<file path="src/rtl/byte_encode.sv">
// byte_encode: packs a frame of 256 d-bit coefficients into the
// ByteEncode_d byte stream (32*d bytes, LSB-first) through a 20-bit bit buffer.
//
// Handshakes: a transfer happens on a rising edge where valid and ready are
// both high. The input side uses i_valid/o_ready. The output side uses
// o_valid/i_ready. o_ready and o_valid depend only on registered state, never
// on the partner's valid or ready, so there is no combinational path between
// the two sides. Once o_valid is high, o_byte and o_last hold until the byte
// is taken.
module byte_encode (
  input  logic        i_clk,
  input  logic        i_rst,
  input  logic        i_start,
  input  logic [3:0]  i_d,
  input  logic [11:0] i_coeff,
  input  logic        i_valid,
  output logic        o_ready,
  output logic [7:0]  o_byte,
  output logic        o_valid,
  input  logic        i_ready,
  output logic        o_last,
  output logic        o_done,
  output logic        o_err,
  output logic        o_state
);

  typedef enum logic {
    IDLE = 1'b0,
    RUN  = 1'b1
  } state_t;

  state_t       state_q, state_d;
  logic [3:0]   d_q;
  logic [19:0]  buf_q;
  logic [4:0]   cnt_q;
  logic [8:0]   coeff_cnt_q;
  logic [8:0]   byte_cnt_q;
  logic         done_q;
  logic         err_q;

  logic         d_legal;
  logic         accept;
  logic         pop;
  logic [11:0]  mask;
  logic [19:0]  ins;
  logic [8:0]   last_idx;

  // Decode which widths form a legal frame.
  always_comb begin
    d_legal = 1'b0;
    case (i_d)
      4'd1, 4'd4, 4'd5, 4'd10, 4'd11, 4'd12: d_legal = 1'b1;
      default:                               d_legal = 1'b0;
    endcase
  end

  // Handshake qualifiers, coefficient placement and final-byte index.
  // Accept and pop cannot coincide: accept needs cnt < 8, pop needs cnt >= 8.
  always_comb begin
    o_ready  = (state_q == RUN) && (cnt_q < 5'd8) && (coeff_cnt_q < 9'd256);
    o_valid  = (state_q == RUN) && (cnt_q >= 5'd8);
    accept   = o_ready && i_valid;
    pop      = o_valid && i_ready;
    mask     = (12'd1 << d_q) - 12'd1;
    ins      = {8'd0, i_coeff & mask} << cnt_q;
    last_idx = {d_q, 5'd0} - 9'd1;
    o_last   = o_valid && (byte_cnt_q == last_idx);
    o_byte   = buf_q[7:0];
    o_done   = done_q;
    o_err    = err_q;
    o_state  = (state_q == RUN);
  end

  // State register.
  always_ff @(posedge i_clk) begin
    if (i_rst) state_q <= IDLE;
    else       state_q <= state_d;
  end

  // Next-state logic: a legal start enters RUN, accepting the last byte returns to IDLE.
  always_comb begin
    state_d = state_q;
    case (state_q)
      IDLE:    if (i_start && d_legal) state_d = RUN;
      RUN:     if (pop && o_last)      state_d = IDLE;
      default: state_d = IDLE;
    endcase
  end

  // Bit buffer, fill count, frame counters and the registered status pulses.
  always_ff @(posedge i_clk) begin
    if (i_rst) begin
      d_q         <= 4'd0;
      buf_q       <= 20'd0;
      cnt_q       <= 5'd0;
      coeff_cnt_q <= 9'd0;
      byte_cnt_q  <= 9'd0;
      done_q      <= 1'b0;
      err_q       <= 1'b0;
    end else begin
      done_q <= pop && o_last;
      err_q  <= (state_q == IDLE) && i_start && !d_legal;
      if (state_q == IDLE) begin
        if (i_start && d_legal) begin
          d_q         <= i_d;
          buf_q       <= 20'd0;
          cnt_q       <= 5'd0;
          coeff_cnt_q <= 9'd0;
          byte_cnt_q  <= 9'd0;
        end
      end else if (accept) begin
        buf_q       <= buf_q | ins;
        cnt_q       <= cnt_q + {1'b0, d_q};
        coeff_cnt_q <= coeff_cnt_q + 9'd1;
      end else if (pop) begin
        buf_q      <= buf_q >> 8;
        cnt_q      <= cnt_q - 5'd8;
        byte_cnt_q <= byte_cnt_q + 9'd1;
      end
    end
  end

endmodule

</file>
<file path="config.mk">
export PLATFORM = sky130hd
export DESIGN_NAME = byte_encode
export DESIGN_NICKNAME = d
export VERILOG_FILES = /design/src/rtl/byte_encode.sv
export SDC_FILE = /design/constraint.sdc
export NUM_CORES = 1
export LEC_CHECK = 0
export ABC_AREA = 1
export CELL_PAD_IN_SITES_DETAIL_PLACEMENT = 1
export CELL_PAD_IN_SITES_GLOBAL_PLACEMENT = 2
export CORE_MARGIN = 2
export CORE_UTILIZATION = 29
export DETAILED_ROUTE_END_ITERATION = 8
export GPL_TIMING_DRIVEN = 0
export PLACE_DENSITY_LB_ADDON = 0.1
export SYNTH_ARGS = -nofsm -noshare
export SYNTH_HDL_FRONTEND = slang
export SYNTH_SLANG_ARGS = --single-unit
</file>
<file path="constraint.sdc">
create_clock -name i_clk -period 2.14 [get_ports i_clk]
set_clock_uncertainty 0.1 [all_clocks]
set_input_delay 0.214 -clock i_clk [delete_from_list [all_inputs] [get_ports i_clk]]
set_output_delay 0.214 -clock i_clk [all_outputs]
set_load 0.05 [all_outputs]
</file>
==> out/results.tsv <==
metric	value	unit
synth.top_cells.by_count	nand2_1 (144), nand3_1 (67), inv_1 (62)	
post-place-cells	773	
cts_root_buf	clkbuf_16	
synthDistinctLibCells	45	
drc_errors	0	
final_layout_size_suffix_gt1_share	33.6	%
ys_seq_elements	50	
layout_min_cycle_time	2220	ps
fp.dieW	117	um
crit_buf_inv	3	
cap_violations	0	
crit_required	1830	ps
antenna_found_initial	0	
start_util	29.7	%
post_drt_wl_per_cell	15.4	um
period_share	104	%
fmax	450	MHz
vdd_drop_max	0.247	mV
cts_max_path_buffers	2	
crit_slowest_cell	dfxtp_4	
grt_overflow	0	
fillers	1577	
fin_ws	-81.6	ps
ys_seq_area_share	26.9	%
synth_top_area_share	26.9	%
postRouteAntennaNets	0	
r2r_start	d_q[1]	
die_area	13800	um^2
first_global_vias	4163	
grt_setup_unrepaired	true	
hold_depth	2	
p_sw	0.00106	W
r2r_slack	-30	ps
violations	setup timing	
hold_buffers	0	
ff2ff_path_depth	17	
clk_latency	300	ps
start_kind	register	
clkSinkCount	50	
p_int	0.00180	W
grt_max_degree	17	
reg2reg_to	buf_q[10]	
syn_area	3730	um^2
dpl-instance-area	4350	um^2
hpwlAfterDp	9.68	mm
area_growth	39.3	%
final_cell_area	5190	um^2
cts_tree	yes	
path_max_fanout	5	
synthArstFlopShare	0	%
outcome	finished, violations left	
cts_buffers	5	
tns	-176	ps
routed-via-count	3929	
synth_most_common_cell	nand2_1	
final_net_count	667	
clk_pin_slew_worst_paths	70	ps
h-tree-depth	2	
p_sw_share	37.0	%
arrival	1910	ps
finalHoldViolCount	0	
grt_pass1_wl	20.9	mm
synth.area.top_cells	dfxtp_1 (27%), nand2_1 (15%), nand3_1 (9.0%)	
seqPwrFrac	34.7	%
place_congestion	0.815	
power_frac_comb	35.0	%
end_kind	output port	
rows	41	
io_buffers	34	
gr-usage-all-layers	18.7	%
slew_violations	0	
routed_wl	12.4	mm
finalSetupViolCount	6	
fp.coreArea	12600	um^2
syn_avg_cell_area	6.57	um^2
crit_type	register to output port	
yosys_warnings	0	
relSlewSlack	54.5	%
worstPathCellList	inv_6 > buf_4 > ha_2 > xnor2_2 > xor2_1 > nor4_4 > buf_6	
hp-class	register to register	
stdcell_count	805	
synth_cells	567	
p_leak	2.20	nW
critPathTopFamily	flip-flops	
powerDensity	550	nW/um^2
synth_edf_count	0	
critPathMaxStageDelay	400	ps
hold_end	buf_q[15]	
holdCritStartpoint	buf_q[15]	
n_antenna_cell	0	
viasPerCell	4.88	
synth_top_cell_by_area	dfxtp_1	
firstDrtPassIters	4	
tightest_slew	682	ps
drt_iter0_drc	117	
synth_flop_cell	dfxtp_1	
synth_nets	602	
num_io_pins	35	
clkPwrFrac	30.3	%
fp.dieH	117	um
-- sequential cells by signal, indices dropped and copies added (netlist names) --
name and count:
o_done 1, o_err 1, buf_q 20, d_q 4, o_state 1, byte_cnt_q 9, cnt_q 5, coeff_cnt_q 9
-- metal layers --
metal,track usage [%],wire [um],up-vias
met2,32.5,6080,41
met4,4.14,146,0
met5,0,0,-
li1,-,-,1999
met3,2.68,280,14
met1,24.6,5920,1875
-- what timing repair did --
| action | CTS | global route |
|---|---|---|
| buffers inserted | 21 | 5 |
| setup endpoints to repair | 42 | 39 |
| pin swaps | 26 | 22 |
| gates resized for setup | 87 | 66 |
-- worst register-to-register path, cell delays in order, from the launching register on --
cell,delay [ps]
dfxtp_4,370
inv_6,70
ha_4,160
nand2_4,60
nor2_4,110
inv_4,50
ha_4,170
nand3_4,90
inv_2,60
nand2_1,70
nand3_2,90
nand2_2,70
nand3_1,120
nand3_1,170
nand3_2,90
nand2_1,90
nand2_1,60
a21oi_2,110
-- layout by cell type (no fill, tap or decap), types with 9 or more instances in the layout --
cell             netlist  layout
nand2_2                9      34
nand3_1               67      40
buf_4                 10      36
nand3_4                1      10
nor2_1                33      28
a21oi_1               37      34
nand2_1              144     114
nand3_2               15      33
nor2_4                 3       9
clkdlybuf4s50_1        0      31
inv_1                 62      52
o21ai_0               18      14
dfxtp_1               50      43
-- metrics by stage --
stage               utilization (%)  setup WS, ps  total power [W]  hold WS, ps
floorplan                         -          3.30          0.00156          192
global placement               34.6          -632          0.00179          341
detailed placement             34.6          -648          0.00181          360
finish                         41.3         -81.6          0.00285          369
CTS                            39.1         -82.5          0.00282          371
global route                   41.3          -214          0.00305          395
-- kinds of logic (layout without fill, tap and decap cells) --
family | Yosys count | after routing | synth area share, %
AND/OR/NAND/NOR | 313 | 313 | 41.6
buffers and inverters | 96 | 162 | 11.0
AO/OA/AOI/OAI | 87 | 87 | 14.0
flip-flops | 50 | 50 | 26.9
adder cells (fa/ha/maj) | 14 | 14 | 4.90
XOR/XNOR | 7 | 7 | 1.64
-- power by group through the flow --
| stage | clock network (W) | logic (W) | registers [W] |
|---|---|---|---|
| floorplan | 0 | 0.000553 | 0.00101 |
| global placement | 0 | 0.000788 | 0.00101 |
| detailed placement | 0 | 0.000801 | 0.00101 |
| CTS | 0.000895 | 0.000934 | 0.000995 |
| finish | 0.000864 | 0.00100 | 0.000991 |
| global route | 0.000946 | 0.00111 | 0.000996 |
-- cell type report --
cell class | instances | area (um^2) | share of cell area (%)
Multi-Input combinational cell | 421 | 2800 | 53.9
Sequential cell | 50 | 1020 | 19.6
Timing Repair Buffer | 60 | 539 | 10.4
Inverter | 69 | 305 | 5.88
Tap cell | 172 | 215 | 4.14
Buffer | 25 | 160 | 3.08
Clock buffer | 6 | 139 | 2.67
Clock inverter | 2 | 16.3 | 0.313
-- how the worst max path moves through the flow --
stage	slack, ps	to	cells after the start	from
after CTS	-80	buf_q[11]	18	d_q[0]
after detailed placement	-650	byte_cnt_q[4]	10	i_d[3]
after global routing	-210	buf_q[18]	18	d_q[0]
after global placement	-630	byte_cnt_q[4]	10	i_d[3]
after floorplan	3	coeff_cnt_q[7]	14	cnt_q[4]
final	-80	o_last	7	d_q[0]
Note: power is estimated with default switching activity, not from simulation.
